### src/rtl/frame_buf_pkg.sv
// Shared definitions for the frame buffer write side: FSM state encodings and
// the position of the bank-select bit inside a memory address.
package frame_buf_pkg;

  localparam logic [1:0] ST_IDLE  = 2'd0;
  localparam logic [1:0] ST_WRITE = 2'd1;
  localparam logic [1:0] ST_DONE  = 2'd2;

  // The bank select is the address MSB; the bits below it index the pixel.
  function automatic int bank_bit(input int addr_w);
    return addr_w - 1;
  endfunction

endpackage

### src/rtl/frame_wr_ctrl.sv
// Write-side controller for a ping-pong frame buffer: turns a pixel stream into
// registered memory writes and publishes the bank holding the last full frame.
module frame_wr_ctrl #(
  parameter int DATA_WIDTH   = 16,
  parameter int ADDR_WIDTH   = 4,
  parameter int FRAME_PIXELS = 8
) (
  input  logic                  clk,
  input  logic                  reset,
  input  logic                  in_valid,
  input  logic                  in_sof,
  input  logic [DATA_WIDTH-1:0] in_data,
  output logic                  in_ready,
  output logic                  wr_en,
  output logic [ADDR_WIDTH-1:0] wr_addr,
  output logic [DATA_WIDTH-1:0] wr_data,
  output logic                  rd_bank,
  output logic                  rd_valid,
  output logic                  frame_done,
  output logic                  sync_err
);
  import frame_buf_pkg::*;

  localparam int IDX_W    = ADDR_WIDTH - 1;
  localparam int BANK_BIT = bank_bit(ADDR_WIDTH);
  localparam logic [IDX_W-1:0] LAST_IDX = IDX_W'(FRAME_PIXELS - 1);
  localparam logic [IDX_W-1:0] IDX_ONE  = IDX_W'(1);

  logic [1:0]            state_q, state_d;
  logic                  bank_q, bank_d;
  logic [IDX_W-1:0]      idx_q, idx_d;
  logic                  wr_en_q, wr_en_d;
  logic [ADDR_WIDTH-1:0] addr_q, addr_d;
  logic [DATA_WIDTH-1:0] data_q, data_d;
  logic                  rd_bank_q, rd_bank_d;
  logic                  rd_valid_q, rd_valid_d;
  logic                  done_q, done_d;
  logic                  err_q, err_d;
  logic                  accept;

  function automatic logic [ADDR_WIDTH-1:0] make_addr(input logic bank,
                                                      input logic [IDX_W-1:0] idx);
    logic [ADDR_WIDTH-1:0] a;
    a                 = '0;
    a[BANK_BIT]       = bank;
    a[BANK_BIT-1:0]   = idx;
    return a;
  endfunction

  assign in_ready = (state_q != ST_DONE);
  assign accept   = in_valid & in_ready;

  always_comb begin
    state_d    = state_q;
    bank_d     = bank_q;
    idx_d      = idx_q;
    wr_en_d    = 1'b0;
    addr_d     = addr_q;
    data_d     = data_q;
    rd_bank_d  = rd_bank_q;
    rd_valid_d = rd_valid_q;
    done_d     = 1'b0;
    err_d      = 1'b0;
    case (state_q)
      ST_IDLE: begin
        // Beats before the first start-of-frame are dropped silently.
        if (accept && in_sof) begin
          wr_en_d = 1'b1;
          addr_d  = make_addr(bank_q, '0);
          data_d  = in_data;
          idx_d   = IDX_ONE;
          state_d = ST_WRITE;
        end
      end
      ST_WRITE: begin
        if (accept) begin
          wr_en_d = 1'b1;
          data_d  = in_data;
          if (in_sof) begin
            // Early sof restarts the frame in the same bank; rd_bank is untouched.
            err_d  = 1'b1;
            addr_d = make_addr(bank_q, '0);
            idx_d  = IDX_ONE;
          end else begin
            addr_d = make_addr(bank_q, idx_q);
            idx_d  = idx_q + 1'b1;
            if (idx_q == LAST_IDX) begin
              done_d  = 1'b1;
              state_d = ST_DONE;
            end
          end
        end
      end
      ST_DONE: begin
        // The last write is already committed, so the finished bank can be published.
        bank_d     = ~bank_q;
        rd_bank_d  = bank_q;
        rd_valid_d = 1'b1;
        idx_d      = '0;
        state_d    = ST_IDLE;
      end
      default: state_d = ST_IDLE;
    endcase
  end

  always_ff @(posedge clk or negedge reset) begin
    if (!reset) begin
      state_q    <= ST_IDLE;
      bank_q     <= 1'b0;
      idx_q      <= '0;
      wr_en_q    <= 1'b0;
      addr_q     <= '0;
      data_q     <= '0;
      rd_bank_q  <= 1'b1;
      rd_valid_q <= 1'b0;
      done_q     <= 1'b0;
      err_q      <= 1'b0;
    end else begin
      state_q    <= state_d;
      bank_q     <= bank_d;
      idx_q      <= idx_d;
      wr_en_q    <= wr_en_d;
      addr_q     <= addr_d;
      data_q     <= data_d;
      rd_bank_q  <= rd_bank_d;
      rd_valid_q <= rd_valid_d;
      done_q     <= done_d;
      err_q      <= err_d;
    end
  end

  assign wr_en      = wr_en_q;
  assign wr_addr    = addr_q;
  assign wr_data    = data_q;
  assign rd_bank    = rd_bank_q;
  assign rd_valid   = rd_valid_q;
  assign frame_done = done_q;
  assign sync_err   = err_q;

endmodule

### config.mk
export PLATFORM = sky130hd
export DESIGN_NAME = frame_wr_ctrl
export DESIGN_NICKNAME = d
export VERILOG_FILES = /design/src/rtl/frame_buf_pkg.sv /design/src/rtl/frame_wr_ctrl.sv
export SDC_FILE = /design/constraint.sdc
export NUM_CORES = 1
export LEC_CHECK = 0
export BUFFER_PORTS_ARGS = -buffer_cell sky130_fd_sc_hd__buf_2
export CAP_MARGIN = 40
export CORE_ASPECT_RATIO = 0.75
export CORE_UTILIZATION = 45
export CTS_CLUSTER_DIAMETER = 50
export DETAILED_ROUTE_END_ITERATION = 8
export HOLD_SLACK_MARGIN = 0.05
export PLACE_DENSITY = 0.71
export SLEW_MARGIN = 20
export SYNTH_ARGS = -nofsm -noshare
export SYNTH_HDL_FRONTEND = slang
export SYNTH_SLANG_ARGS = --single-unit
### constraint.sdc
create_clock -name clk -period 2 [get_ports clk]
set_clock_uncertainty 0.05 [all_clocks]
set_input_delay 0 -clock clk [delete_from_list [all_inputs] [get_ports clk]]
set_output_delay 0 -clock clk [all_outputs]
set_load 0.03 [all_outputs]
# Yosys cells after proc, flatten, opt, wreduce, memory -nomap -nowiden
# Index checks and enable logic that the tools add are counted.
[totals] mem_bits_rw=0 output_inout_bits=26 mem_bits_ro=0 latchBits=0 reg_bits=31 mem_count=0 word_cells=54
[classes] n_addsub=1 n_reduce_logical=7 order_cmp=0 multipliers=0 muxes=26 n_shift=0 n_div=0 n_bitwise=2 eq_ne=8
[op_table] operator="16-bit two-way mux" n=2
[op_table] operator="16-bit case mux with 2 select lines" n=1
[op_table] operator="3-bit two-way mux" n=4
[op_table] operator="2-bit != test (second input constant)" n=5
[op_table] operator="1-bit two-way mux" n=9
[op_table] operator="3-bit case mux with 3 select lines" n=1
[op_table] operator="2-bit two-way mux" n=4
[op_table] operator="4-bit two-way mux" n=2
[op_table] operator="4-bit case mux with 2 select lines" n=1
[op_table] operator="3-bit AND reduction" n=2
[op_table] operator="2-bit case mux with 2 select lines" n=1
[op_table] operator="4-bit AND reduction" n=1
[op_table] operator="3-bit by 1-bit adder with 3-bit output (second input constant)" n=1
[op_table] operator="3-bit == test (second input constant)" n=1
[op_table] operator="3-bit nonzero test" n=1
[op_table] operator="2-bit by 1-bit == test with 1-bit output (second input constant)" n=1
[op_table] operator="2-bit == test (second input constant)" n=1
[op_table] operator="2-bit zero test" n=1
[op_table] operator="1-bit case mux with 2 select lines" n=1
[op_table] operator="2-bit nonzero test" n=1
[op_table] operator="1-bit bitwise AND" n=1
[op_table] operator="1-bit logical AND" n=1
[op_table] operator="1-bit inverter" n=1

# Depth between registers and ports, before layout
# Gate-level depths: netlist (run 1).
[logic_depth] ltp_word=5 ltp_mapped=7 ltp_nobuf=5

# Worst setup path before layout (run 1)
# OpenSTA, ideal clock, no wires.
[synth_timing] kind="register -> register" from="register state_q[0]" to="register addr_q[3], in the netlist wr_addr[3]" setup_time_ps=125 setup_slack_ps=224 arrival_ps=1601 stages_incl_launch_ff=8 t_required_ps=1825 synth_period_minus_slack_ps=1776 path_cell_list="dfrtp_1 > inv_1 > ha_1 > nand2b_1 > buf_2 > nor2_8 > buf_12 > mux2_4"
[synth_between] elab_chain_len=5 elab_cells_between_ends=10
[synth_rtl] item="from (decl)" line="frame_wr_ctrl.sv:29" source="logic [1:0] state_q, state_d;"
[synth_rtl] item="from (signal assigned)" line="frame_wr_ctrl.sv:119" source="state_q <= state_d;"
[synth_rtl] item="2-bit != test" line="frame_wr_ctrl.sv:50" source="assign in_ready = (state_q != ST_DONE);"
[synth_rtl] item="1-bit bitwise AND" line="frame_wr_ctrl.sv:51" source="assign accept = in_valid & in_ready;"
[synth_rtl] item="1-bit logical AND" line="frame_wr_ctrl.sv:67" source="if (accept && in_sof) begin"
[synth_rtl] item="2-bit != test (no source line)"
[synth_rtl] item="3-bit AND reduction (no source line)"
[synth_rtl] item="to (signal assigned)" line="frame_wr_ctrl.sv:123" source="addr_q <= addr_d;"
[synth_rtl] item="to (decl)" line="frame_wr_ctrl.sv:33" source="logic [ADDR_WIDTH-1:0] addr_q, addr_d;"
# Several ways; a longest one is shown, not always the timed one.
# A chain may end at the register's enable or synchronous reset.

# Worst setup path in the final report (run 1)
[layout_timing] from="register state_q[1]" to="register data_q[12], in the netlist wr_data[12]"
[layout_between] elab_chain_len=5 elab_cells_between_ends=10
[layout_rtl] item="2-bit != test" line="frame_wr_ctrl.sv:50"
[layout_rtl] item="1-bit bitwise AND" line="frame_wr_ctrl.sv:51"
[layout_rtl] item="1-bit logical AND" line="frame_wr_ctrl.sv:67"
[layout_rtl] item="2-bit != test (no source line)"
[layout_rtl] item="3-bit AND reduction (no source line)"
[layout_rtl] item="to (signal assigned)" line="frame_wr_ctrl.sv:124" source="data_q <= data_d;"
[layout_rtl] item="to (decl)" line="frame_wr_ctrl.sv:34" source="logic [DATA_WIDTH-1:0] data_q, data_d;"
# Several ways; a longest one is shown, not always the timed one.

==> metrics.md, run 1 <==
| Metric | Value |
|---|---|
| YS warnings | 0 |
| Worst slew pin tran | between 0.6 and 0.7 ns |
| Endpoints failing setup | 0 |
| Layout Nets | approximately 200 |
| Via Count | between 1k and 1.5k |
| Mapped Cells | ~100 |
| Ports | 46 |
| CTS sink cnt | 31 |
| Post-synth EDFFs | 0 |
| VDD IR max | ~770 uV |
| Initial Util | between 40 and 50% |
| Crit path buf inv count | 2 |
| Clock transition at path regs | about 0.06 ns |
| Root buffer cell | clkbuf_8 |
| Insertion delay to the later sink of the worst-skew pair | roughly 0.28 ns |
| Asr flop ratio synth | 100% |
| Antenna cells | 0 |
| Max_cap viols | 0 |
| Max_slew headroom | 55.1% |
| Hold Path Class | in -> reg |
| Max Buffers Root-to-Sink | 2 |
| CP endpoint kind | flip-flop |
| Distinct cells, synth | 28 |
| Global Route Usage Sum | about a fifth |
| Sequential element share of the synthesized area | 55.2% |
| Vias in the first global route | ~1k |
| Fmax | approximately 0.52 GHz |
| Cell area after layout | about 2000 um2 |
| Mean area per synthesized cell | approximately 14 um2 |
| Crit Path Category | reg -> reg |
| Tcrit/Tclk final | between 90 and 100% |
| Core ar. | 2960 um2 |
| Req. time, crit path | ~2.1 ns |
| CTS tree | yes |
| WL/cell | between 15 and 20 um |
| Arrival @ worst endpoint | roughly 2.0 ns |
| DPL Wire Length | around 1900 um |
| Area Overhead vs Synth | 41.5% |
| Die Y | between 50 and 60 um |
| Slew Viols, Final | 0 |
| Initial DRC count | 68 |
| Final setup TNS | 0 ns |
| Setup crit start kind | flip-flop |
| DRT antenna net count | 0 |
| Layout cells sized above 1 | about half |
| RSZ-0062 raised after global routing | no |
| Die W | 66.6 um |
| Syn nets | approximately 120 |
| Crit-path cells | inv_1 > ha_1 > mux2i_4 > buf_4 > nor2_8 > mux2_2 |
| Core Util, Final | 67.3% |
| First-pass GRT wire length | approximately 4700 um |
| Placed inst area | 1650 um2 |
| Fin. Hold Viols | 0 |
| Predominant post-synthesis flop cell | dfrtp_1 |
| Slowest CP cell | dfrtp_1 |
| Status | finished clean |
| Synth Register Bits | 31 |
| Pwr dens | roughly 1300 nW/um2 |
| # DRC | 0 |
| I/O Buffers | 45 |
| DRT Wirelength | roughly 3200 um |
| # rows | 17 |
| Crit path max-delay family | multiplexers |
| Fill cells | 225 |
| Mapped cell area | 1410 um2 |
| Die area | 3360 um2 |
| Crit Path Max Fanout | 9 |
| Max stage delay on crit path | 0.41 ns |
| DRT Pass-1 Iters | 4 |
| Largest net degree at the start of global routing | 32 |
| TritonCTS Buffers | 5 |
| Antenna violations before repair | 0 |
| Grt total ovfl | 0 |
| Gpl congestion | 0.895 |
| Static leakage | 1.01 nW |
| Vias per cell | about 4.9 |
| Fin crit period | 1.92 ns |
| H-tree levels | 2 |
| Hold slack | roughly 0.15 ns |
cell usage in the layout (no fill, tap or decap), types with 4 or more instances in the layout:
master,Yosys,final
nand2_1,4,4
dlygate4sd3_1,0,18
buf_4,0,5
mux2_2,12,12
inv_1,5,5
dfrtp_1,30,30
ha_1,5,4
buf_2,1,45
clkbuf_8,0,6
mux2_4,9,9
and3_1,4,4
power breakdown:
part | leakage, nW | switching [mW] | internal, mW
combinational | 0.573 | 0.715 | 0.509
clock | 0.0482 | 0.217 | 0.277
sequential | 0.385 | 0.114 | 0.834
cells by family (layout without fill, tap and decap cells):
group	after synthesis	count (layout)	share of synthesized area, %
AO/OA/AOI/OAI	11	11	5.60
XOR/XNOR	1	1	0.623
adder cells (fa/ha/maj)	5	5	4.45
buffers and inverters	9	82	4.27
flip-flops	31	31	55.2
multiplexers	24	24	22.2
AND/OR/NAND/NOR	17	18	7.56
final timing paths:
| path | from | end | slack [ns] | cells past startpoint |
|---|---|---|---|---|
| max in group asynchronous | reset | idx_q[1] | 1.22 | 2 |
| worst max register to register | state_q[1] | wr_data[12] | 0.08 | 6 |
| worst min register to register | rd_valid | rd_valid | 0.44 | 1 |
| worst min-delay path | in_valid | wr_en | 0.15 | 3 |
| min in group asynchronous | reset | wr_data[0] | 0.25 | 2 |
| worst max-delay path | state_q[1] | wr_data[12] | 0.08 | 6 |
flip-flops by register name, indices dropped and copies added (netlist names):
| name | cells |
|---|---|
| idx_q | 3 |
| rd_bank | 1 |
| wr_en | 1 |
| state_q | 2 |
| bank_q | 1 |
| wr_addr | 4 |
| sync_err | 1 |
| wr_data | 16 |
| frame_done | 1 |
| rd_valid | 1 |
stage by stage:
step / std cells / power, mW / setup slack [ns]
6_report: 210 / 2.67 / 0.0796
3_3_place_gp: 179 / 2.03 / 0.135
3_5_place_dp: 179 / 2.07 / 0.0418
5_1_grt: 210 / 2.80 / 0.00560
2_1_floorplan: 98 / 1.79 / 0.224
4_1_cts: 205 / 2.61 / 0.0235
what timing repair did:
item                                   CTS  global route
buffers inserted                         0             4
gates resized for setup                  0             3
hold buffers                            18             0
endpoints found under the hold margin   49             0
setup endpoints to repair                0            20
synthesized netlist by cell type, types with 2 or more instances:
library cell	n	area (um2)
mux2_4	9	135
ha_1	5	62.6
o31ai_1	3	22.5
dfrtp_1	30	751
nor2b_1	2	12.5
nand2_1	4	15.0
mux2_2	12	135
nand2b_1	2	12.5
nor2_1	2	7.51
o21ai_0	3	15.0
and3_1	4	25.0
inv_1	5	18.8
mux2i_1	2	20.0
worst register-to-register path, cell delays in order (launching register included):
cell,delay [ns]
dfrtp_1,0.41
inv_1,0.11
ha_1,0.35
mux2i_4,0.12
buf_4,0.18
nor2_8,0.20
mux2_2,0.38
metal layers:
metal,vias to the layer above,GRT usage (%),routed length (um)
met1,506,22.3,1320
met5,-,0,0
met3,4,8.64,121
met4,0,9.57,40
met2,34,33.0,1680
li1,489,-,-
cell type report:
| type | instances | area, um2 | area share [%] |
|---|---|---|---|
| clock inverters | 1 | 5.00 | 0.252 |
| repair buffers | 69 | 463 | 23.3 |
| clock buffers | 7 | 86.3 | 4.34 |
| well taps | 38 | 47.5 | 2.39 |
| inverters | 5 | 18.8 | 0.943 |
| multi-input cells | 59 | 592 | 29.7 |
| flip-flops and latches | 31 | 777 | 39.1 |
Note: power is estimated with default switching activity, not from simulation.
==> run 2, diff against run 1 <==
- clock period: 2 -> 2.1 ns (I/O delays scaled with it)
==> metrics.md, run 2 (synthesis results as in run 1) <==
| Metric | Value |
|---|---|
| Commonest cells after routing, fill and taps aside | 45 x buf_2, 30 x dfrtp_1, 18 x dlygate4sd3_1, 12 x mux2_2, 9 x mux2_4 |
| Antenna cells | 0 (unchanged) |
| WL/cell | 14.0 um (-6.8%) |
| Layout Nets | 192 (-2.0%) |
| Flop2flop setup slack | 0.13 ns (+0.05 ns) |
| CTS tree | yes |
| Core ar. | 2960 um2 (unchanged) |
| DRT Wirelength | 2890 um (-8.6%) |
| DPL Wire Length | 1870 um (-3.3%) |
| Hold path start | in_valid |
| # rows | 17 (unchanged) |
| Vias per cell | 4.98 (+1.3%) |
| Reg-to-Reg Start | state_q[0] |
| Fin crit period | 1.97 ns (+0.0467 ns) |
| Die Y | 50.4 um (unchanged) |
| VDD IR max | 999 uV (+30%) |
| CP endpoint kind | flip-flop |
| Hold Path Class | in -> reg |
| Leading cell type in the layout, fill and taps excluded | buf_2 |
| Global Route Usage Sum | 19.9% (-0.20 points) |
| Placed instance count | 180 (+0.56%) |
| Final setup TNS | 0 ns (unchanged) |
| First-pass GRT wire length | 4730 um (+0.88%) |
| R2R depth | 5 (-1) |
| Arrival @ worst endpoint | 2.08 ns (+0.05 ns) |
| Postcts setup bufs | 0 (unchanged) |
| Overall Power | 2.60 mW (-2.6%) |
| Req. time, crit path | 2.21 ns (+0.10 ns) |
| Root buffer cell | clkbuf_8 |
| Status | finished clean |
| Ports | 46 (unchanged) |
| Max FFs per register | 16 (unchanged) |
| Grt total ovfl | 0 (unchanged) |
| Clock transition at path regs | 0.06 ns (about the same) |
| Layout cells sized above 1 | 48.2% (-2.4 points) |
| Worst slew pin tran | 0.665 ns (-0.00879 ns) |
| Max_cap viols | 0 (unchanged) |
| Antenna violations before repair | 0 (unchanged) |
| DRT antenna net count | 0 (unchanged) |
| Area Overhead vs Synth | 39.2% |
| Crit path from | state_q[0] |
| Initial DRC count | 25 (-63%) |
| Critical Path Sink | wr_data[13] |
| Initial Util | 47.6% (unchanged) |
| Fmax | 0.508 GHz (-2.4%) |
| Crit Path Max Fanout | 18 (+9) |
| Post-cts sizing count | 0 (unchanged) |
| Setup crit start kind | flip-flop |
| # DRC | 0 (unchanged) |
| Insertion delay to the later sink of the worst-skew pair | 0.27 ns (about the same) |
| DRT Pass-1 Iters | 4 (unchanged) |
| Max_slew headroom | 55.7% (+0.59 points) |
| Largest net degree at the start of global routing | 32 (unchanged) |
| Crit Path Category | reg -> reg |
| RSZ-0062 raised after global routing | no |
| H-tree levels | 2 (unchanged) |
| Endpoints failing setup | 0 (unchanged) |
| Via Count | 1026 (-0.68%) |
| Vias in the first global route | 1058 (+5.7%) |
| CTS sink cnt | 31 (unchanged) |
| Slew Viols, Final | 0 (unchanged) |
| Tcrit/Tclk final | 93.7% (-2.4 points) |
| Max Buffers Root-to-Sink | 2 (unchanged) |
| Pwr dens | 1330 nW/um2 (-1.1%) |
| Fin. Hold Viols | 0 (unchanged) |
| I/O Buffers | 45 (unchanged) |
| Static leakage | 0.998 nW (-0.85%) |
| Die area | 3360 um2 (unchanged) |
| Gpl congestion | 0.834 (-6.9%) |
| Worst reg2reg endpoint | wr_data[13] |
| Die W | 66.6 um (unchanged) |
| TritonCTS Buffers | 5 (unchanged) |
| Fin cells | 206 (-1.9%) |
==> run 2: cell types whose count changed in the layout (fill, tap and decap cells not counted), sizes merged <==
cell,previous run,this run
buf,51,48
bufinv,0,1
clkbuf,7,6
nor2,4,3
==> run 2: metal layers <==
metal / track usage [%] / up-vias / wire length [um]
met5: 0 / - / 0
met4: 9.22 / 0 / 41
li1: - / 479 / -
met2: 34.2 / 33 / 1460
met1: 22.0 / 506 / 1220
met3: 6.82 / 8 / 167
==> run 2: worst min-delay path by stage <==
stage,endpoint,depth (start not counted)
after floorplan,bank_q,0
after global placement,wr_data[0],1
after detailed placement,wr_data[3],1
after CTS,state_q[0],4
after global routing,frame_done,3
final,state_q[0],4
==> run 2: cell type report <==
type / instances / area [um2]
clock buffer: 6 / 82.6
clock inverter: 2 / 35.0
fill: 224 / 998
inverter: 5 / 18.8
multi-input combinational: 58 / 569
sequential: 31 / 777
tap: 38 / 47.5
timing repair buffer: 66 / 428
==> run 2: repair_timing <==
item / in CTS / in global routing
endpoints found under the hold margin: 48 / 0
hold buffers: 18 / 0
setup endpoints to repair: 0 / 5
==> run 2: power breakdown <==
part           internal (mW)  switching, mW
Clock                  0.383          0.210
Sequential             0.795          0.113
Combinational          0.444          0.652
==> run 2: worst max-delay path: stages, from the launching register on <==
cell	delay (ns)
dfrtp_1	0.37
inv_1	0.09
ha_1	0.32
mux2i_4	0.27
nor2_8	0.36
mux2_2	0.39
==> run 2: metrics by stage <==
step | cell area (um2) | hold slack (ns) | setup WS (ns) | util (%)
after floorplan | 1410 | -0.346 | 0.324 | -
after global placement | 1660 | 0.0141 | 0.206 | 56.2
after detailed placement | 1660 | 0.0253 | 0.126 | 56.2
after CTS | 1960 | 0.116 | 0.108 | 66.2
after global routing | 1960 | 0.149 | 0.00857 | 66.2
final | 1960 | 0.129 | 0.133 | 66.2
==> run 3, diff against run 2 <==
- CORE_UTILIZATION: 45 -> 49
- PLACE_DENSITY: 0.71 -> 0.77
==> metrics.md, run 3 (synthesis results as in run 1) <==
| Metric | Value |
|---|---|
| Post-cts sizing count | 0 (unchanged) |
| Die area | 3090 um2 (-7.9%) |
| Slew Viols, Final | 0 (unchanged) |
| # DRC | 0 (unchanged) |
| First-pass GRT wire length | 4930 um (+4.2%) |
| R2R depth | 5 (unchanged) |
| RSZ-0062 raised after global routing | no |
| Ports | 46 (unchanged) |
| Tcrit/Tclk final | 92.2% (-1.4 points) |
| Vias per cell | 5.05 (+1.5%) |
| Die Y | 48.4 um (-4.0%) |
| Pwr dens | 1280 nW/um2 (-3.1%) |
| FF+latch area | 777 um2 (unchanged) |
| Hold Path Class | in -> reg |
| Max_slew headroom | 55.5% (-0.15 points) |
| Max Buffers Root-to-Sink | 2 (unchanged) |
| Fin. Hold Viols | 0 (unchanged) |
| Grt total ovfl | 0 (unchanged) |
| Crit Path Category | reg -> reg |
| Min setup slack post-route | 0.163 ns (+0.0301 ns) |
| Overall Power | 2.47 mW (-4.9%) |
| Core Util, Final | 72.2% (+6.0 points) |
| Worst slew pin tran | 0.667 ns (+0.00225 ns) |
| I/O Buffers | 45 (unchanged) |
| TritonCTS Buffers | 5 (unchanged) |
| Reg-to-Reg Start | state_q[0] |
| H-tree levels | 2 (unchanged) |
| Layout Nets | 191 (-0.52%) |
| Area Overhead vs Synth | 36.7% |
| Antenna cells | 0 (unchanged) |
| Leading cell type in the layout, fill and taps excluded | buf_2 |
| Placed inst area | 1650 um2 (-0.60%) |
| Setup crit start kind | flip-flop |
| Die W | 63.9 um (-4.0%) |
| Fill cells | 176 (-21%) |
| Layout cells sized above 1 | 47.3% (-0.91 points) |
| Cell area after layout | 1920 um2 (-1.9%) |
| DPL Wire Length | 1920 um (+2.7%) |
| Placed instance count | 177 (-1.7%) |
| CTS sink cnt | 31 (unchanged) |
| CTS tree | yes |
| Worst Hold Depth | 4 (unchanged) |
| Core ar. | 2660 um2 (-9.9%) |
| CP endpoint kind | flip-flop |
| Hold slack | 0.138 ns (+0.00909 ns) |
| VDD IR max | 846 uV (-15%) |
| Hold Path Sink | state_q[0] |
| Crit Path Max Fanout | 18 (unchanged) |
| Fin crit period | 1.94 ns (-0.0301 ns) |
| Fin cells | 203 (-1.5%) |
| Via Count | 1026 (unchanged) |
| CTS Hold Buffers Added | 18 (unchanged) |
| Commonest cells after routing, fill and taps aside | 45 x buf_2, 30 x dfrtp_1, 18 x dlygate4sd3_1, 12 x mux2_2, 9 x mux2_4 |
| Status | finished clean |
| Largest net degree at the start of global routing | 32 (unchanged) |
| Insertion delay to the later sink of the worst-skew pair | 0.28 ns (about the same) |
| # rows | 16 (-1) |
| Initial DRC count | 26 (+4.0%) |
| Endpoints failing setup | 0 (unchanged) |
| Root buffer cell | clkbuf_8 |
| Post-place setup slack | 0.172 ns (+0.0457 ns) |
| Gpl congestion | 0.767 (-7.9%) |
| DRT Pass-1 Iters | 4 (unchanged) |
| Global Route Usage Sum | 22.0% (+2.1 points) |
| Initial Util | 52.8% (+5.3 points) |
| Max_cap viols | 0 (unchanged) |
| Multi-input gate area | 569 um2 (unchanged) |
| Clock transition at path regs | 0.06 ns (about the same) |
| DRT Wirelength | 3010 um (+4.2%) |
| Fmax | 0.516 GHz (+1.6%) |
| DRT antenna net count | 0 (unchanged) |
| Max FFs per register | 16 (unchanged) |
| Static leakage | 0.979 nW (-1.9%) |
| Final setup TNS | 0 ns (unchanged) |
| Flop2flop setup slack | 0.16 ns (+0.03 ns) |
| WL/cell | 14.8 um (+5.7%) |
| Worst reg2reg endpoint | wr_data[13] |
| Vias in the first global route | 1044 (-1.3%) |
| Hold path start | in_valid |
| Arrival @ worst endpoint | 2.05 ns (-0.03 ns) |
| Antenna violations before repair | 0 (unchanged) |
| Postcts setup bufs | 0 (unchanged) |
| Req. time, crit path | 2.21 ns (about the same) |
==> run 3: how the worst max path moves through the flow <==
stage | from | endpoint | slack, ns | cells after the start
floorplan | state_q[0] | wr_addr[3] | 0.32 | 7
global placement | state_q[1] | wr_data[13] | 0.26 | 5
detailed placement | state_q[0] | wr_data[13] | 0.17 | 5
CTS | state_q[0] | wr_data[13] | 0.16 | 5
global route | state_q[1] | wr_data[13] | 0.08 | 5
finish | state_q[0] | wr_data[13] | 0.16 | 5
==> run 3: routing by layer <==
metal	vias to the layer above	global-route usage [%]	share of wire, %
met5	-	0	0
met4	0	11.4	2.3
met3	11	7.78	6.1
met2	39	36.7	51
met1	497	24.7	41
li1	479	-	-
==> run 3: cell type report <==
class / instances / share of cell area [%]
Clock buffer: 7 / 4.49
Clock inverter: 1 / 0.260
Inverter: 5 / 0.977
Multi-Input combinational cell: 58 / 29.6
Sequential cell: 31 / 40.4
Tap cell: 36 / 2.34
Timing Repair Buffer: 65 / 21.9
==> run 3: critical path, cell delays in order, from the launching register on <==
cell	delay, ns
dfrtp_1	0.38
inv_1	0.09
ha_1	0.20
nand2b_1	0.32
nor2_8	0.41
mux2_2	0.38
==> run 3: where the power goes <==
group	internal [mW]	total (mW)	switching (mW)
sequential	0.795	0.904	0.110
combinational	0.437	1.09	0.656
clock	0.264	0.471	0.207
total	1.50	2.47	0.974
